`src/rtl/etapa_id_param_if.sv`:
```
// etapa_id_param_if: bundle of fetch-side, writeback and ID/EX-side signals
// of the decode stage. The slave modport is the decode stage's view; master
// is the view of whatever surrounds it (fetch, writeback, execute).
interface etapa_id_param_if #(
    parameter int LANES  = 4,
    parameter int ELEM_W = 8
);
    localparam int VW = LANES * ELEM_W;

    // fetch side
    logic              in_valid;
    logic              in_ready;
    logic [13:0]       instruccion;
    logic              dec_rdv, dec_rds, dec_wrv, dec_wrs, sel_dest;
    // writeback side
    logic              wb_wrv, wb_wrs;
    logic [2:0]        wb_dir;
    logic [VW-1:0]     wb_data_vec;
    logic [ELEM_W-1:0] wb_data_sca;
    // ID/EX side
    logic              out_valid;
    logic              out_ready;
    logic [3:0]        opcode;
    logic [2:0]        dir_dest_out;
    logic              dest_is_vec, dest_is_sca;
    logic [VW-1:0]     data_vec1, data_vec2;
    logic [ELEM_W-1:0] data_sca1;
    logic [7:0]        inmediato;
    logic [7:0]        shift;
    logic [VW-1:0]     VFS;

    modport slave (
        input  in_valid, instruccion, dec_rdv, dec_rds, dec_wrv, dec_wrs, sel_dest,
        input  wb_wrv, wb_wrs, wb_dir, wb_data_vec, wb_data_sca,
        input  out_ready,
        output in_ready, out_valid, opcode, dir_dest_out, dest_is_vec, dest_is_sca,
        output data_vec1, data_vec2, data_sca1, inmediato, shift, VFS
    );

    modport master (
        output in_valid, instruccion, dec_rdv, dec_rds, dec_wrv, dec_wrs, sel_dest,
        output wb_wrv, wb_wrs, wb_dir, wb_data_vec, wb_data_sca,
        output out_ready,
        input  in_ready, out_valid, opcode, dir_dest_out, dest_is_vec, dest_is_sca,
        input  data_vec1, data_vec2, data_sca1, inmediato, shift, VFS
    );
endinterface

```
`src/rtl/etapa_id_param.sv`:
```
// etapa_id_param: parametrised decode stage of the vector processor.
// Holds the vector/scalar register banks, a busy-bit scoreboard that stalls
// on RAW/WAW hazards against in-flight writebacks, and a registered ID/EX
// output with valid/ready handshake.
// Optional feature macro: WB_BYPASS_EN -- a writeback in the current cycle
// clears the hazard immediately and its data is forwarded into the capture.
module etapa_id_param #(
    parameter int LANES  = 4,
    parameter int ELEM_W = 8,
    parameter int NVREG  = 8,   // <= 8, addressed by 3 bits
    parameter int NSREG  = 8    // >= LANES, <= 8
) (
    input logic              clk,
    input logic              rst,
    etapa_id_param_if.slave  bus
);
    localparam int VW = LANES * ELEM_W;

    // register banks and scoreboard
    logic [NVREG-1:0][VW-1:0]     vreg_q;
    logic [NSREG-1:0][ELEM_W-1:0] sreg_q;
    logic [NVREG-1:0]             busy_v_q, busy_v_d, set_v, clr_v, busy_v_eff;
    logic [NSREG-1:0]             busy_s_q, busy_s_d, set_s, clr_s, busy_s_eff;

    // ID/EX register
    logic              out_valid_q, out_valid_d;
    logic [3:0]        opcode_q;
    logic [2:0]        dest_q;
    logic              dvec_q, dsca_q;
    logic [VW-1:0]     dv1_q, dv2_q;
    logic [ELEM_W-1:0] ds1_q;
    logic [7:0]        imm_q, shift_q;

    logic [2:0]        src1, src2, dest;
    logic [VW-1:0]     rd_v1, rd_v2;
    logic [ELEM_W-1:0] rd_s;
    logic              bv_src1, bv_src2, bs_src, bv_dest, bs_dest;
    logic              hazard, in_ready, accept;

    assign src1 = bus.instruccion[5:3];
    assign src2 = bus.instruccion[2:0];
    assign dest = bus.sel_dest ? {1'b0, bus.instruccion[9:8]} : bus.instruccion[8:6];

    // per-register set/clear strobes; out-of-range addresses match nothing
    always_comb begin
        for (int i = 0; i < NVREG; i++) begin
            set_v[i] = accept && bus.dec_wrv && (dest == 3'(i));
            clr_v[i] = bus.wb_wrv && (bus.wb_dir == 3'(i));
        end
        for (int i = 0; i < NSREG; i++) begin
            set_s[i] = accept && bus.dec_wrs && (dest == 3'(i));
            clr_s[i] = bus.wb_wrs && (bus.wb_dir == 3'(i));
        end
        // set wins over a same-cycle clear so the new writer stays tracked
        busy_v_d = (busy_v_q & ~clr_v) | set_v;
        busy_s_d = (busy_s_q & ~clr_s) | set_s;
`ifdef WB_BYPASS_EN
        busy_v_eff = busy_v_q & ~clr_v;
        busy_s_eff = busy_s_q & ~clr_s;
`else
        busy_v_eff = busy_v_q;
        busy_s_eff = busy_s_q;
`endif
    end

    // busy lookups and asynchronous bank reads (with optional forwarding)
    always_comb begin
        bv_src1 = 1'b0; bv_src2 = 1'b0; bv_dest = 1'b0;
        bs_src  = 1'b0; bs_dest = 1'b0;
        rd_v1 = '0; rd_v2 = '0; rd_s = '0;
        for (int i = 0; i < NVREG; i++) begin
            if (src1 == 3'(i)) begin bv_src1 = busy_v_eff[i]; rd_v1 = vreg_q[i]; end
            if (src2 == 3'(i)) begin bv_src2 = busy_v_eff[i]; rd_v2 = vreg_q[i]; end
            if (dest == 3'(i)) bv_dest = busy_v_eff[i];
        end
        for (int i = 0; i < NSREG; i++) begin
            if (src2 == 3'(i)) begin bs_src = busy_s_eff[i]; rd_s = sreg_q[i]; end
            if (dest == 3'(i)) bs_dest = busy_s_eff[i];
        end
`ifdef WB_BYPASS_EN
        if (bus.wb_wrv && bus.wb_dir == src1 && int'(src1) < NVREG) rd_v1 = bus.wb_data_vec;
        if (bus.wb_wrv && bus.wb_dir == src2 && int'(src2) < NVREG) rd_v2 = bus.wb_data_vec;
        if (bus.wb_wrs && bus.wb_dir == src2 && int'(src2) < NSREG) rd_s  = bus.wb_data_sca;
`endif
    end

    assign hazard = (bus.dec_rdv && (bv_src1 || bv_src2)) ||
                    (bus.dec_rds && bs_src) ||
                    (bus.dec_wrv && bv_dest) ||
                    (bus.dec_wrs && bs_dest);
    assign in_ready    = !hazard && (!out_valid_q || bus.out_ready);
    assign accept      = bus.in_valid && in_ready;
    assign out_valid_d = accept ? 1'b1 : (bus.out_ready ? 1'b0 : out_valid_q);

    // register banks: synchronous writeback
    always_ff @(posedge clk) begin
        if (rst) begin
            vreg_q <= '0;
            sreg_q <= '0;
        end else begin
            for (int i = 0; i < NVREG; i++) if (clr_v[i]) vreg_q[i] <= bus.wb_data_vec;
            for (int i = 0; i < NSREG; i++) if (clr_s[i]) sreg_q[i] <= bus.wb_data_sca;
        end
    end

    // scoreboard busy bits
    always_ff @(posedge clk) begin
        if (rst) begin
            busy_v_q <= '0;
            busy_s_q <= '0;
        end else begin
            busy_v_q <= busy_v_d;
            busy_s_q <= busy_s_d;
        end
    end

    // ID/EX register: data loads only on accept, valid drains on out_ready
    always_ff @(posedge clk) begin
        if (rst) begin
            out_valid_q <= 1'b0;
            opcode_q <= '0; dest_q <= '0; dvec_q <= 1'b0; dsca_q <= 1'b0;
            dv1_q <= '0; dv2_q <= '0; ds1_q <= '0; imm_q <= '0; shift_q <= '0;
        end else begin
            out_valid_q <= out_valid_d;
            if (accept) begin
                opcode_q <= bus.instruccion[13:10];
                dest_q   <= dest;
                dvec_q   <= bus.dec_wrv;
                dsca_q   <= bus.dec_wrs;
                dv1_q    <= rd_v1;
                dv2_q    <= rd_v2;
                ds1_q    <= rd_s;
                imm_q    <= bus.instruccion[7:0];
                shift_q  <= {5'b0, bus.instruccion[5:3]};
            end
        end
    end

    // scalar registers 0..LANES-1 exported as one vector, reg 0 in the LSBs
    always_comb begin
        bus.VFS = '0;
        for (int i = 0; i < LANES; i++) bus.VFS[i*ELEM_W +: ELEM_W] = sreg_q[i];
    end

    assign bus.in_ready     = in_ready;
    assign bus.out_valid    = out_valid_q;
    assign bus.opcode       = opcode_q;
    assign bus.dir_dest_out = dest_q;
    assign bus.dest_is_vec  = dvec_q;
    assign bus.dest_is_sca  = dsca_q;
    assign bus.data_vec1    = dv1_q;
    assign bus.data_vec2    = dv2_q;
    assign bus.data_sca1    = ds1_q;
    assign bus.inmediato    = imm_q;
    assign bus.shift        = shift_q;
endmodule

```
`src/flat_wrapper.sv`:
```
// flat-port wrapper written by rule: the top's interface ports become plain ports
module etapa_id_param_flat 
#(
    parameter int LANES  = 4,
    parameter int ELEM_W = 8,
    parameter int NVREG  = 8,                               
    parameter int NSREG  = 8                     
)
  (clk, rst, bus_in_valid, bus_instruccion, bus_dec_rdv, bus_dec_rds, bus_dec_wrv, bus_dec_wrs, bus_sel_dest, bus_wb_wrv, bus_wb_wrs, bus_wb_dir, bus_wb_data_vec, bus_wb_data_sca, bus_out_ready, bus_in_ready, bus_out_valid, bus_opcode, bus_dir_dest_out, bus_dest_is_vec, bus_dest_is_sca, bus_data_vec1, bus_data_vec2, bus_data_sca1, bus_inmediato, bus_shift, bus_VFS);
  etapa_id_param_if #(.LANES(LANES), .ELEM_W(ELEM_W)) bus_i ();
  input logic clk;
  input logic rst;
  input wire logic [$bits(bus_i.in_valid)-1:0] bus_in_valid;
  input wire logic [$bits(bus_i.instruccion)-1:0] bus_instruccion;
  input wire logic [$bits(bus_i.dec_rdv)-1:0] bus_dec_rdv;
  input wire logic [$bits(bus_i.dec_rds)-1:0] bus_dec_rds;
  input wire logic [$bits(bus_i.dec_wrv)-1:0] bus_dec_wrv;
  input wire logic [$bits(bus_i.dec_wrs)-1:0] bus_dec_wrs;
  input wire logic [$bits(bus_i.sel_dest)-1:0] bus_sel_dest;
  input wire logic [$bits(bus_i.wb_wrv)-1:0] bus_wb_wrv;
  input wire logic [$bits(bus_i.wb_wrs)-1:0] bus_wb_wrs;
  input wire logic [$bits(bus_i.wb_dir)-1:0] bus_wb_dir;
  input wire logic [$bits(bus_i.wb_data_vec)-1:0] bus_wb_data_vec;
  input wire logic [$bits(bus_i.wb_data_sca)-1:0] bus_wb_data_sca;
  input wire logic [$bits(bus_i.out_ready)-1:0] bus_out_ready;
  output wire logic [$bits(bus_i.in_ready)-1:0] bus_in_ready;
  output wire logic [$bits(bus_i.out_valid)-1:0] bus_out_valid;
  output wire logic [$bits(bus_i.opcode)-1:0] bus_opcode;
  output wire logic [$bits(bus_i.dir_dest_out)-1:0] bus_dir_dest_out;
  output wire logic [$bits(bus_i.dest_is_vec)-1:0] bus_dest_is_vec;
  output wire logic [$bits(bus_i.dest_is_sca)-1:0] bus_dest_is_sca;
  output wire logic [$bits(bus_i.data_vec1)-1:0] bus_data_vec1;
  output wire logic [$bits(bus_i.data_vec2)-1:0] bus_data_vec2;
  output wire logic [$bits(bus_i.data_sca1)-1:0] bus_data_sca1;
  output wire logic [$bits(bus_i.inmediato)-1:0] bus_inmediato;
  output wire logic [$bits(bus_i.shift)-1:0] bus_shift;
  output wire logic [$bits(bus_i.VFS)-1:0] bus_VFS;
  assign bus_i.in_valid = bus_in_valid;
  assign bus_i.instruccion = bus_instruccion;
  assign bus_i.dec_rdv = bus_dec_rdv;
  assign bus_i.dec_rds = bus_dec_rds;
  assign bus_i.dec_wrv = bus_dec_wrv;
  assign bus_i.dec_wrs = bus_dec_wrs;
  assign bus_i.sel_dest = bus_sel_dest;
  assign bus_i.wb_wrv = bus_wb_wrv;
  assign bus_i.wb_wrs = bus_wb_wrs;
  assign bus_i.wb_dir = bus_wb_dir;
  assign bus_i.wb_data_vec = bus_wb_data_vec;
  assign bus_i.wb_data_sca = bus_wb_data_sca;
  assign bus_i.out_ready = bus_out_ready;
  assign bus_in_ready = bus_i.in_ready;
  assign bus_out_valid = bus_i.out_valid;
  assign bus_opcode = bus_i.opcode;
  assign bus_dir_dest_out = bus_i.dir_dest_out;
  assign bus_dest_is_vec = bus_i.dest_is_vec;
  assign bus_dest_is_sca = bus_i.dest_is_sca;
  assign bus_data_vec1 = bus_i.data_vec1;
  assign bus_data_vec2 = bus_i.data_vec2;
  assign bus_data_sca1 = bus_i.data_sca1;
  assign bus_inmediato = bus_i.inmediato;
  assign bus_shift = bus_i.shift;
  assign bus_VFS = bus_i.VFS;
  etapa_id_param #(.LANES(LANES), .ELEM_W(ELEM_W), .NVREG(NVREG), .NSREG(NSREG)) u_core (.clk(clk), .rst(rst), .bus(bus_i));
endmodule
```
`config.mk`:
```
export PLATFORM = sky130hd
export DESIGN_NAME = etapa_id_param_flat
export DESIGN_NICKNAME = d
export VERILOG_FILES = /design/src/rtl/etapa_id_param_if.sv /design/src/rtl/etapa_id_param.sv /design/src/flat_wrapper.sv
export SDC_FILE = /design/constraint.sdc
export NUM_CORES = 1
export LEC_CHECK = 0
export CELL_PAD_IN_SITES_DETAIL_PLACEMENT = 0
export CELL_PAD_IN_SITES_GLOBAL_PLACEMENT = 2
export CORE_AREA = 10 10 257 259
export CTS_BUF_LIST = sky130_fd_sc_hd__clkbuf_16
export CTS_CLUSTER_SIZE = 20
export DETAILED_ROUTE_END_ITERATION = 8
export DIE_AREA = 0 0 267 269
export GPL_TIMING_DRIVEN = 0
export PLACE_DENSITY = 0.83
export SYNTH_ARGS = -nofsm -noshare
export SYNTH_HDL_FRONTEND = slang
export SYNTH_SLANG_ARGS = --single-unit
```
`constraint.sdc`:
```
create_clock -name clk -period 2.7 [get_ports clk]
set_input_delay 0.27 -clock clk [delete_from_list [all_inputs] [get_ports clk]]
set_output_delay 0.27 -clock clk [all_outputs]
set_load 0.005 [all_outputs]
```
After elaboration in Yosys (flattened, before gate mapping)
Index checks and enable logic that the tools add are counted.
{"block": "totals", "inputBits": 68, "ff_bits": 429, "output_inout_bits": 131}
{"block": "op_classes", "bitwise_logic": 6, "n_mux": 67, "reduce_logical": 52, "n_eq_ne": 28}
{"cell": "32-bit two-way mux", "n": 16}
{"cell": "8-bit two-way mux", "n": 8}
{"cell": "3-bit == test (second input constant)", "n": 16}
{"cell": "1-bit two-way mux", "n": 42}
{"cell": "1-bit logical AND", "n": 40}
{"cell": "3-bit by 2-bit == test with 1-bit output (second input constant)", "n": 8}
{"cell": "8-bit bitwise AND", "n": 2}
{"cell": "8-bit NOT", "n": 2}
{"cell": "8-bit bitwise OR", "n": 2}
{"cell": "3-bit by 1-bit == test with 1-bit output (second input constant)", "n": 4}
{"cell": "3-bit zero test", "n": 4}
{"cell": "1-bit logical OR", "n": 5}
{"cell": "3-bit two-way mux", "n": 1}
{"cell": "1-bit zero test", "n": 2}
{"cell": "2-bit nonzero test", "n": 1}

Depth between registers and ports, before layout
Gate-level depths: netlist of run 1.
{"block": "depth", "word_depth": 20, "ltp_mapped": 10, "depth_no_buf": 6}

Worst setup path after synthesis of run 1
No wires, ideal clock.
{"block": "synth_path", "path_kind": "in2out", "from": "input port bus_instruccion[6]", "to": "output port bus_in_ready", "path_stages": 8, "t_arrival_ns": 1.943, "slack_ns": 0.487, "required_ns": 2.430, "cell_sequence": "buf_2 -> or3b_1 -> a21oi_1 -> o2bb2a_1 -> a41o_1 -> buf_2 -> clkbuf_1 -> and3_1"}
{"block": "synth_between", "elab_chain_cells": 15, "elab_cells_between_ends": 31, "cone_classes": "7 x eq/ne; 17 x mux; 7 x reduce/logical"}
{"element": "start: declaration", "line_no": "flat_wrapper.sv:14", "source": "input wire logic [$bits(bus_i.instruccion)-1:0] bus_instruccion;"}
{"element": "3-bit two-way mux (*)", "line_no": "etapa_id_param.sv:42", "source": "assign dest = bus.sel_dest ? {1'b0, bus.instruccion[9:8]} : bus.instruccion[8:6];"}
{"element": "3-bit zero test", "line_no": "etapa_id_param.sv:74, etapa_id_param.sv:78"}
{"element": "1-bit two-way mux (8 in a row)", "line_no": "etapa_id_param.sv:74", "source": "if (dest == 3'(i)) bv_dest = busy_v_eff[i];"}
{"element": "1-bit logical AND", "line_no": "etapa_id_param.sv:89", "source": "(bus.dec_wrv && bv_dest) ||"}
{"element": "1-bit logical OR", "line_no": "etapa_id_param.sv:88", "source": "(bus.dec_rds && bs_src) ||"}
{"element": "1-bit logical OR (*)", "line_no": "etapa_id_param.sv:89"}
{"element": "1-bit zero test (*)", "line_no": "etapa_id_param.sv:91", "source": "assign in_ready = !hazard && (!out_valid_q || bus.out_ready);"}
{"element": "1-bit logical AND (*)", "line_no": "etapa_id_param.sv:91"}
{"element": "end: declaration", "line_no": "flat_wrapper.sv:26", "source": "output wire logic [$bits(bus_i.in_ready)-1:0] bus_in_ready;"}
Mark *: on every way between the ends. The rest lies on a longest branch, timed or not.

Worst setup path in the final report of run 1
{"block": "layout_path", "from": "input port bus_instruccion[7]", "to": "output port bus_in_ready"}
The elaborated chain is that of the path after synthesis.

==> results of run 1 <==
==> tightest hold or removal path, cell delays in order <==
cell	delay (ns)
clkbuf_2	0.16
nand2_1	0.09
a21oi_1	0.05
==> placed cells by master (no fill, tap or decap), types with 32 or more instances in the layout <==
cell / n
a21oi_1: 403
a221oi_1: 64
a22oi_1: 72
a31oi_1: 75
buf_4: 52
clkbuf_1: 165
clkbuf_16: 54
clkbuf_2: 50
clkdlybuf4s50_1: 142
dfxtp_1: 424
mux2_2: 73
mux2i_1: 39
nand2_1: 706
nor2_1: 87
o21ai_0: 57
o22a_1: 32
o22ai_1: 34
==> final timing paths <==
check | slack, ns | cells after the start | start | endpoint
max | 0.07 | 9 | bus_instruccion[7] | bus_in_ready
min | 0.01 | 3 | bus_wb_data_vec[24] | u_core.vreg_q[88]
max reg2reg | 0.13 | 8 | u_core.busy_s_eff[3] | u_core.bus.data_vec1[13]
min reg2reg | 0.45 | 2 | u_core.sreg_q[41] | u_core.sreg_q[41]
==> cell type report <==
class / count / share of cell area, %
multi-input combinational: 1863 / 42.6
sequential: 426 / 34.2
timing repair buffer: 172 / 6.85
buffer: 310 / 6.07
clock buffer: 53 / 5.31
tap: 790 / 3.96
clock inverter: 33 / 0.892
inverter: 8 / 0.120
antenna: 2 / 0.0200
==> synthesized netlist by cell type (4+ instances only) <==
library cell / count
nor3_1: 4
buf_6: 5
buf_2: 27
a311oi_2: 10
nand2b_1: 16
o21ai_0: 59
mux2i_1: 39
a21oi_1: 405
o22a_1: 32
nor2b_1: 11
a221oi_1: 64
mux4_2: 9
nand3b_1: 13
a22oi_1: 72
nand4_1: 17
nand2_1: 706
buf_4: 43
o22ai_1: 34
clkbuf_1: 186
buf_1: 19
inv_1: 8
a311oi_1: 32
a31oi_1: 75
a211oi_1: 5
clkbuf_2: 32
mux2_2: 73
nor2_1: 89
nand3_1: 11
o31ai_1: 13
a211oi_2: 28
dfxtp_1: 426
==> flip-flops by register name, summed over array words and instances, names as in the netlist <==
name / count
u_core.bus.opcode: 4
u_core.sreg_q: 32
u_core.busy_s_eff: 8
u_core.busy_v_eff: 8
u_core.bus.dir_dest_out: 3
u_core.bus.data_vec2: 32
u_core.bus.dest_is_sca: 1
u_core.bus.data_vec1: 32
u_core.bus.VFS: 32
u_core.bus.data_sca1: 8
u_core.bus.inmediato: 8
u_core.bus.out_valid: 1
u_core.vreg_q: 256
u_core.bus.dest_is_vec: 1
==> stage by stage <==
step	TNS, ns	utilization (%)	instances
global placement	-158.16	37.7	3546
floorplan	0	-	2609
global route	-0.00823	40.9	3656
CTS	0	40.8	3657
finish	0	40.9	3657
detailed placement	-153.64	37.7	3546
==> power by group <==
group / switching, uW / internal, uW / leakage, uW
clock: 2800 / 3790 / 0.000803
combinational: 1480 / 877 / 0.00399
sequential: 182 / 6540 / 0.00346
==> per-layer routing <==
| metal | GRT usage [%] | share of wire [%] |
|---|---|---|
| met1 | 32.8 | 41 |
| met4 | 10.3 | 3.8 |
| met5 | 0 | 0.024 |
| met3 | 5.20 | 8.9 |
| met2 | 42.1 | 46 |
==> logic make-up after synthesis <==
family | after synthesis | synth area share (%)
other cells | 1 | 0.0183
buf+inv | 320 | 7.17
simple gates | 883 | 17.3
mux | 121 | 6.89
flops | 426 | 41.5
compound gates | 854 | 27.1
==> timing repair <==
action | in CTS | in global routing
buffers inserted | 9 | 0
resized for setup | 40 | 37
pin swaps | 6 | 4
endpoints found under the setup margin | 107 | 79
endpoints found under the hold margin | 59 | 0
hold buffers | 16 | 0
==> flow_metrics.env, run 1 <==
export IMPL_drcViolationCount=0
export IMPL_min_period_over_period_pct=97.4
export IMPL_multi_input_area_mm2=0.0106
export IMPL_die_h_um=269
export IMPL_dieArea_mm2=0.0718
export IMPL_routed_wl_um=96100
export IMPL_die_x_um=267
export IMPL_clk_path_buf_depth=3
export IMPL_yosys_area_top_type="dfxtp_1"
export IMPL_synth_distinct_cells=59
export IMPL_synth_avg_cell_area_um2=7.89
export IMPL_ff_latch_area_mm2=0.00853
export IMPL_nets=2899
export IMPL_arrival_ns=2.36
export IMPL_port_buffers=147
export IMPL_critPathKind="in2out"
export IMPL_crit_path_top_delay_cell="or3b_1"
export IMPL_crit_top_cell="buf_6"
export IMPL_synth_edf_count=0
export IMPL_netlist_area_mm2=0.0205
export IMPL_antenna_left=0
export IMPL_ir_drop_v=0.000444
export IMPL_drive_above_1_share_pct=12.2
export IMPL_worst_path_buf_inv=4
export IMPL_place_ws_ns=-1.74
export IMPL_syn_instance_count=2605
export IMPL_finalHoldViolCount=0
export IMPL_yosysTopAreaCellShare_pct=41.5
export IMPL_powerDensity_mw_per_mm2=627
export IMPL_hp_class="in2reg"
export IMPL_dr_pass1_iters=7
export IMPL_critPathLaunchType="primary input"
export IMPL_status="finished, final reports clean"
export IMPL_drt_wirelength_per_cell_um=26.3
export IMPL_clockRootBuffer="clkbuf_16"
export IMPL_synth_flop_cell="dfxtp_1"
export IMPL_antenna_found_initial=4
export IMPL_grt_max_degree=13
export IMPL_grt_overflow=0
export IMPL_clock_sinks=426
export IMPL_critPathMaxStageDelay_ns=0.41
export IMPL_cts_buffers=50
export IMPL_core_mm2=0.0610
export IMPL_max_freq_mhz=380
export IMPL_floorplan_initialDensity_pct=33.7
export IMPL_placed_cell_area_mm2=0.0230
export IMPL_clk_latency_ns=0.61
export IMPL_drv_cap=0
export IMPL_cts_tree="built"
export IMPL_first_iter_violations=2440
export IMPL_viasPerCell=5.81
export IMPL_tightest_slew_ns=1.24
export IMPL_area_delta_synth_final_pct=21.6
export IMPL_num_vias=21241
export IMPL_io_pins=199
export IMPL_async_reset_ff_share_pct=0
export IMPL_drv_slew=0
export IMPL_fillCellCount=6229
export IMPL_ys_seq_area_share_pct=41.5
export IMPL_fin_area_mm2=0.0250
export IMPL_finalSetupViolations=0
export IMPL_p_leak_uw=0.00826
export IMPL_gp_congestion=0.952
export IMPL_ys_ff_latch=426
export IMPL_grt_pass1_wl_um=138000
export IMPL_cp_max_fo=10
export IMPL_clock_skew_ns=0.0169
export IMPL_synth_top_cells_by_area="dfxtp_1, nand2_1, a21oi_1, mux2_2, clkbuf_1"
export IMPL_path_cells="dlygate4sd2_1 -> or3b_1 -> a21oi_2 -> o2bb2a_1 -> a41o_1 -> buf_6 -> clkbuf_8 -> and3_4 -> buf_6"
export IMPL_grt_pass1_vias=20607
export IMPL_required_ns=2.43
export IMPL_htree_levels=2
export IMPL_post_route_min_period_ns=2.63
export IMPL_crit_family="compound AO/OA/AOI/OAI gates"
export IMPL_worst_slack_ns=0.0703
export IMPL_slew_headroom_pct=16.8
export IMPL_dp_hpwl_um=67500
export IMPL_rows=91
export IMPL_ys_warn_count=0
export IMPL_gr_usage_all_layers_pct=25.8
export IMPL_power_total_uw=15700
export IMPL_crit_path_end_kind="primary output"
export IMPL_clkTransAtPathRegs_ns=0.06
export IMPL_whs_ns=0.0145
Power figures use the tool's default switching activity.
==> run 2, diff against run 1 <==
- clock period: 2.7 -> 2.68 ns (I/O delays scaled with it)
==> flow_metrics.env, run 2 (synthesized netlist as in run 1, its figures left out) <==
export IMPL_status="finished, final reports clean"
export IMPL_die_x_um=267
export IMPL_clock_sinks=426
export IMPL_p_leak_uw=0.00829
export IMPL_final_common_cell="nand2_1"
export IMPL_dieArea_mm2=0.0718
export IMPL_ff2ff_setup_slack_ns=0.10
export IMPL_drv_slew=0
export IMPL_critPathKind="reg2out"
export IMPL_reg2reg_to="u_core.bus.data_vec1[13]"
export IMPL_path_cells="nand2_1 -> mux4_2 -> a41oi_4 -> a311oi_2 -> and3_4 -> buf_6"
export IMPL_routed_wl_um=96100
export IMPL_ir_drop_v=0.000445
export IMPL_htree_levels=2
export IMPL_crit_family="multiplexers"
export IMPL_grt_overflow=0
export IMPL_cts_buffers=50
export IMPL_antenna_found_initial=5
export IMPL_finalSetupViolations=0
export IMPL_area_delta_synth_final_pct=21.8
export IMPL_drv_cap=0
export IMPL_gr_usage_all_layers_pct=25.7
export IMPL_placed_cell_area_mm2=0.0230
export IMPL_rr_startpoint="u_core.busy_s_eff[3]"
export IMPL_placed_cells=3546
export IMPL_worst_path_buf_inv=1
export IMPL_core_mm2=0.0610
export IMPL_switchingPower_uw=4500
export IMPL_drcViolationCount=0
export IMPL_fin_area_mm2=0.0250
export IMPL_top_register="u_core.vreg_q"
export IMPL_fin_cells=3662
export IMPL_critPathMaxStageDelay_ns=0.51
export IMPL_min_period_over_period_pct=97.5
export IMPL_floorplan_initialDensity_pct=33.7
export IMPL_antenna_left=0
export IMPL_fillCellCount=6226
export IMPL_clockRootBuffer="clkbuf_16"
export IMPL_grt_pass1_vias=20618
export IMPL_p_clk_share_pct=42.0
export IMPL_ff_latch_area_mm2=0.00853
export IMPL_finalHoldViolCount=0
export IMPL_critPathLaunchType="register"
export IMPL_grt_max_degree=13
export IMPL_power_internal_uw=11300
export IMPL_die_h_um=269
export IMPL_largest_reg_flops=256
export IMPL_cp_max_fo=5
export IMPL_cts_tree="built"
export IMPL_port_buffers=147
export IMPL_p_sw_share_pct=28.5
export IMPL_dp_hpwl_um=67500
export IMPL_path_depth=6
export IMPL_clk_path_buf_depth=3
export IMPL_clock_skew_ns=0.0181
export IMPL_first_iter_violations=2336
export IMPL_cp_startpoint="u_core.busy_v_eff[6]"
export IMPL_tightest_slew_ns=1.26
export IMPL_viasPerCell=5.82
export IMPL_dr_pass1_iters=7
export IMPL_crit_path_end_kind="primary output"
export IMPL_powerDensity_mw_per_mm2=631
export IMPL_hold_path_cell_count=3
export IMPL_mostFrequentLayoutCells="nand2_1, dfxtp_1, a21oi_1"
export IMPL_required_ns=2.41
export IMPL_clkTransAtPathRegs_ns=0.06
export IMPL_clk_latency_ns=0.61
export IMPL_worstRegToRegCells=8
export IMPL_p_seq_share_pct=42.9
export IMPL_nets=2904
export IMPL_hp_class="in2reg"
export IMPL_grt_pass1_wl_um=138000
export IMPL_slew_headroom_pct=15.4
export IMPL_drive_above_1_share_pct=12.2
export IMPL_num_vias=21312
export IMPL_io_pins=199
export IMPL_max_freq_mhz=383
export IMPL_crit_path_top_delay_cell="mux4_2"
export IMPL_drt_wirelength_per_cell_um=26.2
export IMPL_gp_congestion=0.952
export IMPL_arrival_ns=2.34
export IMPL_power_frac_comb_pct=15.1
export IMPL_post_route_min_period_ns=2.61
export IMPL_rows=91
export IMPL_worstSetupEndpoint="bus_in_ready"
export IMPL_multi_input_area_mm2=0.0106
## run 2: changes by cell type in the layout (fill, tap and decap cells not counted)
cell / delta
buf_2: +1
dlymetal6s2s_1: +1
clkbuf_4: -1
buf_4: +1
clkdlybuf4s50_1: -1
dlygate4sd3_1: +4
## run 2: repair_timing
action,in CTS,in global routing
setup buffers,9,1
resized for setup,43,32
pin swaps,6,5
hold buffers,20,0
hold endpoints to repair,82,0
endpoints found under the setup margin,107,91
## run 2: power groups by stage
stage	Sequential [uW]	Clock [uW]	Combinational [uW]
6_report	6770	6630	2380
5_1_grt	6790	6970	2520
4_1_cts	6770	6710	2340
3_5_place_dp	6900	0	2270
3_3_place_gp	6900	0	2250
2_1_floorplan	6860	0	1200
## run 2: cell type report
cell class,count,area share [%]
Antenna cell,2,0.0200
Buffer,310,6.05
Clock buffer,53,5.30
Clock inverter,33,0.890
Inverter,8,0.120
Multi-Input combinational cell,1863,42.5
Sequential cell,426,34.1
Tap cell,790,3.95
Timing Repair Buffer,177,7.04
## run 2: per-layer routing
| layer | wire [um] | vias to the layer above | track usage, % |
|---|---|---|---|
| met5 | 40 | - | 0 |
| met4 | 3550 | 6 | 10.3 |
| met1 | 39800 | 10425 | 32.8 |
| met2 | 44600 | 1038 | 42.1 |
| li1 | - | 9640 | - |
| met3 | 8130 | 203 | 5.24 |
## run 2: worst min path at each step
stage | slack [ns] | from | endpoint
4_1_cts | 0.001 | bus_wb_data_vec[28] | u_core.vreg_q[188]
6_report | 0.01 | bus_wb_data_vec[16] | u_core.vreg_q[240]
2_1_floorplan | 0.42 | bus_instruccion[10] | u_core.bus.opcode[0]
5_1_grt | 0.02 | bus_wb_data_vec[28] | u_core.vreg_q[188]
3_5_place_dp | 0.45 | u_core.sreg_q[60] | u_core.sreg_q[60]
3_3_place_gp | 0.44 | u_core.sreg_q[56] | u_core.sreg_q[56]
## run 2: worst register-to-register path: stages, from the launching register on
cell      delay (ns)
dfxtp_1         0.31
and3b_1         0.15
o21ai_0         0.23
a32oi_2         0.19
o221ai_4        0.30
buf_4           0.33
clkbuf_1        0.56
a31oi_1         0.21
a211oi_2        0.23
## run 2: per-stage QoR
| step | setup TNS [ns] | worst slack [ns] | hold slack [ns] | power, uW | utilization, % |
|---|---|---|---|---|---|
| floorplan | 0 | 0.471 | 0.418 | 8060 | - |
| global placement | -164.47 | -1.71 | 0.438 | 9150 | 37.7 |
| detailed placement | -159.91 | -1.75 | 0.447 | 9180 | 37.7 |
| CTS | -0.00466 | -0.00466 | 0.00149 | 15800 | 40.9 |
| global route | -0.0190 | -0.0190 | 0.0214 | 16300 | 41.0 |
| finish | 0 | 0.0678 | 0.0144 | 15800 | 41.0 |
==> edit: new RTL, settings of run 2 <==
The option `WB_BYPASS_EN` is turned on by a define.
--- a/src/rtl/etapa_id_param.sv
+++ b/src/rtl/etapa_id_param.sv
@@ -5,4 +5,6 @@
 // Optional feature macro: WB_BYPASS_EN -- a writeback in the current cycle
 // clears the hazard immediately and its data is forwarded into the capture.
+`define WB_BYPASS_EN
+
 module etapa_id_param #(
     parameter int LANES  = 4,
Formal check against the unedited RTL: not equivalent (a bounded check fails within 4 cycles, from zero or initial values and one cycle with rst high).
==> edit against run 2 <==
The flow now finishes with violations (max-capacitance violations, max-slew violations, negative setup slack); design area increased by 5.8%; total power increased by 0.30%; non-clock buffer count is 41 higher; global-route usage rose by 2.6 points; setup slack lost 0.095 ns; routed wire length increased by 9.6%; area after synthesis rose by 4.7%; sequential cell count unchanged; clock skew up 0.0054 ns; critical path type is now in2reg; largest power group unchanged; highest routed layer unchanged.
==> edit: results (changes against run 2) <==
| Metric | Value |
|---|---|
| Status | complete, but fails checks |
| Failing checks | max-capacitance violations, max-slew violations, negative setup slack |
| Total length of routed met2 wires | 46.7 mm (+4.9%) |
| Synth Area in Adders | 0 (unchanged) |
| Pre-antenna DRT Iters | 5 (-2) |
| Final WS setup | -0.0275 ns (-0.0953 ns) |
| Post-Route Skew | 0.0235 ns (+0.00540 ns) |
| GR Util met3 | 0.0620 (+0.00957) |
| Max-cap viol count | 1 (+1) |
| CP Max Fanout | 10 (+5) |
| Post-DP Area | 0.0240 mm² (+4.3%) |
| Synth Area in Compound Gates | 0.229 (-0.0420) |
| Final TNS setup | -0.0335 ns (-0.0335 ns) |
| Synth Register Bits | 426 (unchanged) |
| Post-CTS Setup Repair Bufs | 43 (+34) |
| Final Max Slew Viols | 11 (+11) |
| Clock slew at reported path FFs | 0.06 ns (about the same) |
| M1 GR Usage | 0.369 (+0.0409) |
| # setup viols final | 2 (+2) |
| Final wirelength | 105 mm (+9.6%) |
| Leak pwr | 9.10 nW (+9.8%) |
| Layout cells sized above 1 | 0.135 (+0.0131) |
| Peak VDD IR | 0.000437 V (-1.7%) |
| Port Buffer Count | 149 (+1.4%) |
| CP arrival | 3.24 ns (+0.90 ns) |
| Root Driver | clkbuf_16 |
| Initial antenna violation count | 5 (unchanged) |
| Largest Register | u_core.vreg_q |
| Largest cells by area after synthesis | dfxtp_1 40%, nand2_1 12%, a21oi_1 8.6% |
| Most used DFF post-synth | dfxtp_1 |
| Vias in the first global route | 21334 (+3.5%) |
| Total GRT Usage | 0.283 (+0.0255) |
| Post-CTS sizing | 162 (+280%) |
| DP Worst Slack | -2.33 ns (-0.576 ns) |
| Nets | 2993 (+3.1%) |
| Post-synthesis xor/xnor area fraction | 0.00244 (+0.00244) |
| Post-synthesis mux area share | 0.119 (+0.0500) |
| Synth Instances | 2671 (+2.5%) |
| Clock Latency Late Sink | 0.61 ns (about the same) |
| Global-route wire length before repair | 150 mm (+8.1%) |
| Post-DR vias/cell | 6.00 (+3.0%) |
| Met3 routed WL | 10.5 mm (+29%) |
| Seq/Total Area, Yosys | 0.396 (-0.0188) |
| Post-DP HPWL | 72.5 mm (+7.4%) |
| Post-synth top cells | 705 x nand2_1, 426 x dfxtp_1, 369 x a21oi_1, 225 x clkbuf_1, 83 x mux2i_1 |
| Largest net degree at the start of global routing | 13 (unchanged) |
| RD Place Congestion | 0.933 (-2.0%) |
| Slew HR | -0.0110 (-0.165) |
| Grt met2 use | 0.443 (+0.0221) |
| First DRT Iteration DRCs | 2584 (+11%) |
| Cell count after placement | 3614 (+1.9%) |
| Distinct cells, synth | 78 (+32%) |
| Num CTS Buffers | 51 (+2.0%) |
| Clk buf depth | 3 (unchanged) |
| Post-Layout Cell Count | 3757 (+2.6%) |
| Metal-1 WL | 43.4 mm (+9.1%) |
| Max reg flops | 256 (unchanged) |
edit: cell types whose count changed after synthesis, sizes merged, moves of 36 or more:
| cell | delta |
|---|---|
| mux4 | +50 |
| mux2i | +44 |
| a311oi | -39 |
| a22oi | -38 |
| mux2 | -38 |
| a21oi | -36 |
| a221oi | -36 |
edit: worst paths after layout:
| kind | startpoint | endpoint | slack (ns) | cells after the start |
|---|---|---|---|---|
| worst max-delay path | bus_instruccion[1] | u_core.bus.data_vec2[15] | -0.03 | 9 |
| worst min-delay path | bus_wb_data_sca[7] | u_core.sreg_q[63] | 0.05 | 3 |
| worst max register to register | u_core.busy_s_q[1] | u_core.bus.data_vec1[29] | 0.09 | 8 |
| worst min register to register | u_core.sreg_q[55] | u_core.sreg_q[55] | 0.45 | 2 |
edit: cells by family (layout without fill, tap and decap cells):
family,count (synthesis),count (layout)
other,1,10
AO/OA/AOI/OAI,797,797
multiplexers,177,177
XOR/XNOR,6,6
AND/OR/NAND/NOR,919,919
flip-flops,426,426
buffers and inverters,345,632
edit: critical path: stages:
cell,delay (ns)
dlygate4sd2_1,0.46
buf_4,0.33
clkbuf_2,0.34
clkbuf_2,0.46
buf_2,0.40
o31ai_1,0.15
a31oi_2,0.46
nand4_1,0.17
a21oi_1,0.17
edit: where the power goes:
group,switching [W],internal [W],total (W)
combinational,0.00159,0.000905,0.00249
clock,0.00294,0.00372,0.00666
sequential,0.000149,0.00654,0.00669
edit: final cells by class:
type                       instances  area (µm²)
timing repair buffer             204        1900
sequential                       426        8530
tap                              790         988
fill                            6113       34600
clock buffer                      51        1280
buffer                           324        1710
inverter                          14        60.1
antenna                            5        12.5
multi-input combinational       1904       11700
clock inverter                    39         253
